### config.mk
export PLATFORM = sky130hd
export DESIGN_NAME = instr_encoder
export DESIGN_NICKNAME = d
export VERILOG_FILES = /design/src/rtl/instr_encoder.sv
export SDC_FILE = /design/constraint.sdc
export NUM_CORES = 1
export LEC_CHECK = 0
export ABC_AREA = 1
export ABC_CLOCK_PERIOD_IN_PS = 2880
export BUFFER_PORTS_ARGS = -buffer_cell sky130_fd_sc_hd__clkbuf_2
export CAP_MARGIN = 20
export CORE_MARGIN = 5
export CORE_UTILIZATION = 45
export DETAILED_ROUTE_END_ITERATION = 6
export GPL_ROUTABILITY_DRIVEN = 0
export MAX_ROUTING_LAYER = met4
export PLACE_DENSITY = 0.66
export SYNTH_ARGS = -nofsm -noshare
export SYNTH_HDL_FRONTEND = slang
export SYNTH_SLANG_ARGS = --single-unit
### constraint.sdc
create_clock -name clk -period 2.88 [get_ports clk]
set_clock_uncertainty 0.15 [all_clocks]
set_input_delay 0.432 -clock clk [delete_from_list [all_inputs] [get_ports clk]]
set_output_delay 0.432 -clock clk [all_outputs]
set_load 0.03 [all_outputs]
### src/rtl/instr_encoder.sv
// Packs mnemonic/operand beats into 32-bit instruction words, buffers them in a
// small FIFO and streams them to consecutive instruction-memory addresses.
module instr_encoder #(
  parameter int unsigned DEPTH     = 4,
  parameter int unsigned AW        = 10,
  parameter int unsigned BASE_ADDR = 0
) (
  input  logic          clk,
  input  logic          rst,
  input  logic          start,
  input  logic          in_valid,
  output logic          in_ready,
  input  logic [3:0]    in_mnem,
  input  logic [4:0]    in_rs,
  input  logic [4:0]    in_rt,
  input  logic [4:0]    in_rd,
  input  logic [15:0]   in_imm,
  input  logic [25:0]   in_target,
  input  logic          in_last,
  output logic          imem_we,
  output logic [AW-1:0] imem_addr,
  output logic [31:0]   imem_wdata,
  input  logic          imem_ready,
  output logic          busy,
  output logic          done,
  output logic          err,
  output logic [15:0]   word_count
);

  localparam int unsigned PW = (DEPTH > 1) ? $clog2(DEPTH) : 1;
  localparam logic [AW-1:0] BASE     = AW'(BASE_ADDR);
  localparam logic [PW:0]   FULL_CNT = (PW+1)'(DEPTH);

  localparam logic [1:0] IDLE  = 2'd0;
  localparam logic [1:0] LOAD  = 2'd1;
  localparam logic [1:0] DRAIN = 2'd2;
  localparam logic [1:0] DONE  = 2'd3;

  logic [1:0]    state_q, state_d;
  logic [31:0]   mem_q [DEPTH];
  logic [31:0]   mem_d [DEPTH];
  logic [PW-1:0] wr_ptr_q, wr_ptr_d, rd_ptr_q, rd_ptr_d;
  logic [PW:0]   cnt_q, cnt_d;
  logic [AW-1:0] addr_q, addr_d;
  logic [15:0]   wc_q, wc_d;
  logic          err_q, err_d;

  logic [31:0] enc_word;
  logic        enc_ok, active, accept, push, pop;

  // Inverse of the control decoder's opcode/func map.
  always_comb begin
    enc_ok   = 1'b1;
    enc_word = '0;
    case (in_mnem)
      4'd0:  enc_word = {6'b000000, in_rs, in_rt, in_rd, 5'b00000, 6'b100000};
      4'd1:  enc_word = {6'b000000, in_rs, in_rt, in_rd, 5'b00000, 6'b100010};
      4'd2:  enc_word = {6'b000000, in_rs, in_rt, in_rd, 5'b00000, 6'b100100};
      4'd3:  enc_word = {6'b000000, in_rs, in_rt, in_rd, 5'b00000, 6'b100101};
      4'd4:  enc_word = {6'b000000, in_rs, in_rt, in_rd, 5'b00000, 6'b101010};
      4'd5:  enc_word = {6'b100011, in_rs, in_rt, in_imm};
      4'd6:  enc_word = {6'b101011, in_rs, in_rt, in_imm};
      4'd7:  enc_word = {6'b000100, in_rs, in_rt, in_imm};
      4'd8:  enc_word = {6'b000010, in_target};
      4'd9:  enc_word = {6'b001000, in_rs, in_rt, in_imm};
      4'd10: enc_word = {6'b001100, in_rs, in_rt, in_imm};
      4'd11: enc_word = {6'b001101, in_rs, in_rt, in_imm};
      4'd12: enc_word = {6'b100000, in_rs, in_rt, 16'h0000};
      default: enc_ok = 1'b0;
    endcase
  end

  always_comb begin
    active     = (state_q == LOAD) || (state_q == DRAIN);
    in_ready   = (state_q == LOAD) && (cnt_q != FULL_CNT);
    imem_we    = active && (cnt_q != '0);
    imem_wdata = imem_we ? mem_q[rd_ptr_q] : '0;
    accept     = in_valid && in_ready;
    push       = accept && enc_ok;
    pop        = imem_we && imem_ready;

    mem_d = mem_q;
    if (push) mem_d[wr_ptr_q] = enc_word;
    wr_ptr_d = push ? wr_ptr_q + PW'(1) : wr_ptr_q;
    rd_ptr_d = pop  ? rd_ptr_q + PW'(1) : rd_ptr_q;
    cnt_d    = cnt_q + (PW+1)'(push) - (PW+1)'(pop);
    addr_d   = pop ? addr_q + AW'(4) : addr_q;
    wc_d     = pop ? wc_q + 16'd1 : wc_q;
    err_d    = err_q || (accept && !enc_ok);
    state_d  = state_q;

    case (state_q)
      IDLE, DONE: begin
        if (start) begin
          state_d = LOAD;
          addr_d  = BASE;
          wc_d    = '0;
          err_d   = 1'b0;
        end
      end
      LOAD:    if (accept && in_last) state_d = DRAIN;
      // Leave on the edge that retires the final word.
      DRAIN:   if (cnt_d == '0) state_d = DONE;
      default: state_d = IDLE;
    endcase
  end

  always_ff @(posedge clk) begin
    if (rst) begin
      state_q  <= IDLE;
      wr_ptr_q <= '0;
      rd_ptr_q <= '0;
      cnt_q    <= '0;
      addr_q   <= BASE;
      wc_q     <= '0;
      err_q    <= 1'b0;
    end else begin
      state_q  <= state_d;
      wr_ptr_q <= wr_ptr_d;
      rd_ptr_q <= rd_ptr_d;
      cnt_q    <= cnt_d;
      addr_q   <= addr_d;
      wc_q     <= wc_d;
      err_q    <= err_d;
    end
  end

  always_ff @(posedge clk) begin
    mem_q <= mem_d;
  end

  assign imem_addr  = addr_q;
  assign word_count = wc_q;
  assign err        = err_q;
  assign busy       = active;
  assign done       = (state_q == DONE);

endmodule

Word level (Yosys, flattened, before mapping)
Index checks and enable logic that the tools add are counted.
- bits in registers: 164
- bits of input ports: 67
- output and inout port bits: 63
- logic and storage cells: 80
- add/sub/neg operators: 6
- order comparisons: 3
- equal/unequal tests: 19
- muxes and demuxes: 21
- bitwise operators: 2
- reduce and logical (&&, ||, !) cells: 18
- operators with widths (cell ; number):
    one-hot mux 32 bit (13 select lines) ; 1
    bitwise mux 128 bit ; 1
    two-way mux 32 bit ; 4
    binary-select mux 32 bit (select 2 bit) ; 1
    demux 32 bit (select 2 bit) ; 1
    two-way mux 16 bit ; 3
    two-way mux 10 bit ; 3
    == test 4 bit (second input constant) ; 5
    adder 16 x 1 -> 16 bit (second input constant) ; 1
    == test 4 x 3 -> 1 bit (second input constant) ; 4
    OR reduction 13 bit ; 1
    adder 10 x 3 -> 10 bit (second input constant) ; 1
    == test 4 x 2 -> 1 bit (second input constant) ; 2
    logical AND 1 bit ; 8
    >= comparator 3 bit (second input constant) ; 2
    two-way mux 2 bit ; 3
    inverter 2 -> 3 bit ; 2
    one-hot mux 2 bit (3 select lines) ; 1
    adder 2 x 1 -> 2 bit (second input constant) ; 2
    == test 2 bit (second input constant) ; 2
    == test 4 x 1 -> 1 bit (second input constant) ; 1
    zero test 4 bit ; 1
    inequality test 2 x 1 -> 1 bit (second input constant) ; 2
    adder 3 x 1 -> 3 bit ; 1
    13 further kinds ; 16

Logic depth before layout (Yosys ltp)
- depth after elaboration: 9
- mapped depth: 20
- gate-level depth less buffers: 19

Least setup slack after synthesis
OpenSTA, ideal clock, no wires.
- path type: register to register
- start: register state_q[0]
- end: register state_q[0]
- library setup time: 0.113 ns
- data arrival time: 2.747 ns
- data required time: 2.617 ns
- setup slack: -0.130 ns
- cell stages (with the launch flop): 17
- buffers on the path: 1
- clock period less this slack: 3.010 ns
- path through: dfxtp_1 > inv_1 > ha_1 > inv_1 > nand3_4 > inv_2 > buf_4 > ha_1 > inv_1 > ha_1 > fa_1 > nor2_1 > nand3_1 > nand2_1 > nand3_1 > nor2_1 > nor2_1
- elaborated cells between the ends (all ways): 20
- classes of those cells: 2 x add/sub; 6 x eq/ne; 1 x mux; 11 x reduce/logical
- RTL lines (item ; RTL line ; source):
    from (decl) ; 39 ; logic [1:0] state_q, state_d;
    from (signal assigned) ; 118 ; state_q <= state_d;
    == test 2 x 1 -> 1 bit / == test 2 bit (equally long branches) ; 74 ; active = (state_q == LOAD) || (state_q == DRAIN);
    logical OR 1 bit * ; 74 ;
    via busy ; 24 ; output logic busy,
    logical AND 1 bit * ; 76 ; imem_we = active && (cnt_q != '0);
    logical AND 1 bit * ; 80 ; pop = imem_we && imem_ready;
    subtractor 3 x 1 -> 3 bit * ; 86 ; cnt_d = cnt_q + (PW+1)'(push) - (PW+1)'(pop);
    via cnt_d[1] ; 43 ; logic [PW:0] cnt_q, cnt_d;
    zero test 3 bit * ; 103 ; DRAIN: if (cnt_d == '0) state_d = DONE;
    inequality test 2 x 1 -> 1 bit (no source line) * ; -- ;
    AND reduction 3 bit (no source line) * ; -- ;
Mark *: on every way through the listed nets, which the timed path passes. The rest lies on a longest branch.
A chain may end at the register's enable or synchronous reset.

Worst setup path after layout
- start: register state_q[0]
- end: register state_q[0]
- longest elaborated chain between the ends: 9
- elaborated cells between the ends (all ways): 20
- classes of those cells: 2 x add/sub; 6 x eq/ne; 1 x mux; 11 x reduce/logical
- ends and longest elaborated chain (item ; RTL line ; source):
    == test 2 x 1 -> 1 bit ; 74, 75, 92 ;
    logical AND 1 bit ; 75 ; in_ready = (state_q == LOAD) && (cnt_q != FULL_CNT);
    logical AND 1 bit ; 78 ; accept = in_valid && in_ready;
    logical AND 1 bit ; 79 ; push = accept && enc_ok;
    adder 3 x 1 -> 3 bit ; 86 ;
    subtractor 3 x 1 -> 3 bit ; 86 ;
    zero test 3 bit ; 103 ;
    inequality test 2 x 1 -> 1 bit (no source line) ; -- ;
    AND reduction 3 bit (no source line) ; -- ;
Several ways; a longest one is shown, not always the timed one.

==> out/qor.txt <==
Final-report hold violation count: 0
Insertion delay of the later-clocked pin in the worst-skew pair: 0.41 ns
Vias: 5315
Worst-path clk slew: 0.06 ns
Number of fillers in the final layout: 1372
Register area share after synthesis: 0.624
M2 GR Usage: 0.304
Number of ports placed on the die boundary: 130
Total standard cell area after synthesis: 7050 µm²
Number of I/O port buffers: 126
Arrival time worst endpoint: 2.84 ns
Clk sink count: 158
CTS tree: yes
Starting density of the core: 0.461
Buffer depth of the longest clock path: 2
Maximum vdd ir drop: 582 µV
Total CTS buffers: 17
Synth Register Bits: 158
Wire length of the first global-routing pass: 25500 µm
Mean number of vias per cell: 4.95
Final antenna diode count: 0
Critical path capture point type: flip-flop
Kind of critical path: reg2reg
Total Routing Usage GR: 0.184
H-tree depth reported by CTS: 4
Flop2flop setup slack: 0.21 ns
Estimated wirelength of the detail-placed design: 10200 µm
Final cycle utilization of the critical path: 0.928
Die outline width: 135 µm
Final setup violation count: 0
Dpl ws: -0.0418 ns
Area of the core region: 15300 µm²
Post-synthesis instance total: 717
Iteration count of the initial detailed-routing pass: 5
Number of maximum-capacitance constraint violations: 0
Layout Nets: 929
CP Launch Type: flip-flop
GR met1 Demand/Resource: 0.222
Maximum clock frequency: 374 MHz
Routed Wire Length: 16000 µm
Req. time, crit path: 3.04 ns
Layer with the highest usage: met2
FFs w/ async S/R, synth: 0
Classification of the worst-slack hold path: in2reg
Count of synthesis-stage warnings from yosys: 0
Vias in the first global route: 5071
Pins Over Slew Limit: 0
Total grt overflow: 0
Pwr/cell area: 762 nW/µm²
Mean routed wirelength per cell: 14.9 µm
CTS Hold Bufs: 0
Slew @ Worst Pin: 0.644 ns
Max-slew headroom at the worst pin: 0.566
Number of DRC violations after detailed-routing iteration 0: 240
Leakage component of the power: 3.45 nW
Fin Hold WS: 0.116 ns
Worst reg2reg endpoint: state_q[0]$_SDFFE_PP0P_
Launch instance of the worst register-to-register path: state_q[0]$_SDFFE_PP0P_
Post-CTS Setup Bufs: 0
Number of enable-type register cells in the synthesized netlist: 124
Antenna Violating Nets Remaining: 0
Met3 track demand over resource in global routing: 0.0409
Die H: 135 µm
Critical path destination: state_q[0]$_SDFFE_PP0P_
DRC violations left: 0
Status: finished, final reports clean
Multi-input gate area in the final layout: 2380 µm²
Layout cells sized above 1: 0.237
Mapped Avg Cell Area: 9.84 µm²
Floorplan die area: 18300 µm²
Unrepaired setup endpoints after global routing: yes
Flip-flop and latch area: 4410 µm²
Maximum number of pins on one net before global-route repair: 64
Final critical-path setup slack: 0.206 ns
Crit path from: state_q[0]$_SDFFE_PP0P_
Maximum fanout count along the critical path: 5
Count of standard-cell rows: 45
Synth-to-layout area growth: 22.9%
Post-synth top flop: edfxtp_1
Antenna violations before repair: 0
R2R depth: 17
Distinct cell type count of the synthesized netlist: 35
Final period demand of the worst path: 2.67 ns
Clock tree root driver cell: clkbuf_16
[how the worst min path moves through the flow]
stage	start	endpoint	slack, ns	cells past startpoint
after floorplan	wr_ptr_q[0]$_SDFFE_PP0P_	wr_ptr_q[0]$_SDFFE_PP0P_	0.31	1
after global placement	err$_SDFF_PP0_	err$_SDFF_PP0_	0.31	2
after detailed placement	err$_SDFF_PP0_	err$_SDFF_PP0_	0.32	2
after CTS	rst	cnt_q[0]$_SDFF_PP0_	0.10	2
after global routing	rst	cnt_q[0]$_SDFF_PP0_	0.13	2
final	rst	state_q[1]$_SDFFE_PP0P_	0.12	2
[where the power goes]
group | internal, mW | leakage, nW | switching, mW
registers | 2.63 | 1.41 | 0.0686
logic | 0.537 | 1.76 | 1.23
clock network | 1.27 | 0.274 | 0.865
total | 4.44 | 3.45 | 2.16
[critical path: stages (launching register included)]
cell	delay, ns
dfxtp_4	0.38
inv_2	0.05
ha_4	0.27
clkinvlp_4	0.12
nand3_4	0.10
inv_2	0.05
ha_4	0.25
inv_1	0.03
ha_2	0.16
fa_2	0.34
inv_1	0.06
nand2_1	0.06
nand3_1	0.09
nand3_1	0.10
nand2_1	0.10
nand3_2	0.09
nor2_1	0.11
nor2_1	0.05
[cells by family after synthesis]
group / after synthesis / synth area share
AOI/OAI and AO/OA: 148 / 0.111
xor gates and xnor gates: 6 / 0.00745
adders and majority gates: 13 / 0.0241
buffers and inverters: 82 / 0.0502
DFF: 158 / 0.624
other: 1 / 0.000532
and+or+nand+nor: 309 / 0.183
[repair_timing]
| item | CTS | global route |
|---|---|---|
| hold endpoints to repair | 0 | 0 |
| resized for setup | 0 | 6 |
| endpoints found under the setup margin | 0 | 2 |
[layer usage]
layer  share of wire  wire, µm
met1            0.43      6900
met2            0.49      7800
met3           0.060       957
met4           0.022       357
met5               0         0
[cell usage after synthesis, types with 2 or more instances]
library cell,count,area (µm²)
a21oi_1,49,245
a22o_1,6,52.6
buf_2,10,50.1
buf_4,5,37.5
buf_6,2,22.5
clkbuf_1,16,60.1
dfxtp_1,34,681
edfxtp_1,124,3720
ha_1,12,150
inv_1,46,173
inv_2,3,11.3
nand2_1,96,360
nand3_1,24,120
nand3_2,2,20.0
nand4_1,5,31.3
nor2_1,167,627
nor2_4,4,45.0
nor3_1,5,25.0
o21a_1,3,22.5
o21ai_0,82,410
o21ai_1,4,20.0
xnor2_1,3,26.3
xor2_1,3,26.3
[placed cells by master, fill, tap and decap left out, drive strengths merged, types with 3 or more instances in the layout]
cell type,n
nor2,172
clkbuf,144
edfxtp,124
nand2,96
o21ai,86
inv,51
a21oi,49
dfxtp,34
nand3,27
buf,18
ha,12
a22o,6
nor3,6
clkinv,6
nand4,5
clkinvlp,4
o21a,3
xor2,3
xnor2,3
conb,3
[metrics by stage]
stage          instance area [µm²]  setup TNS [ns]  cells  total power [mW]  utilization
6_report                      8670               0   1073              6.61        0.566
5_1_grt                       8670        -0.00622   1073              6.96        0.566
4_1_cts                       8650               0   1073              6.65        0.565
3_5_place_dp                  8080         -0.0542   1041              4.52        0.528
3_3_place_gp                  8080               0   1041              4.50        0.528
2_1_floorplan                 7100               0    719              3.95            -
[layout make-up]
type | count | share of cell area
multi-input combinational | 479 | 0.275
inverter | 49 | 0.0216
clock inverter | 14 | 0.0163
timing repair buffer | 144 | 0.0984
sequential | 158 | 0.509
clock buffer | 18 | 0.0495
tap | 211 | 0.0304
[flip-flops by register name (all words and copies together) (netlist names)]
signal	flops
imem_addr	8
err	1
cnt_q	3
rd_ptr_q	2
state_q	2
mem_q	124
wr_ptr_q	2
word_count	16
Note: power is estimated with default switching activity, not from simulation.
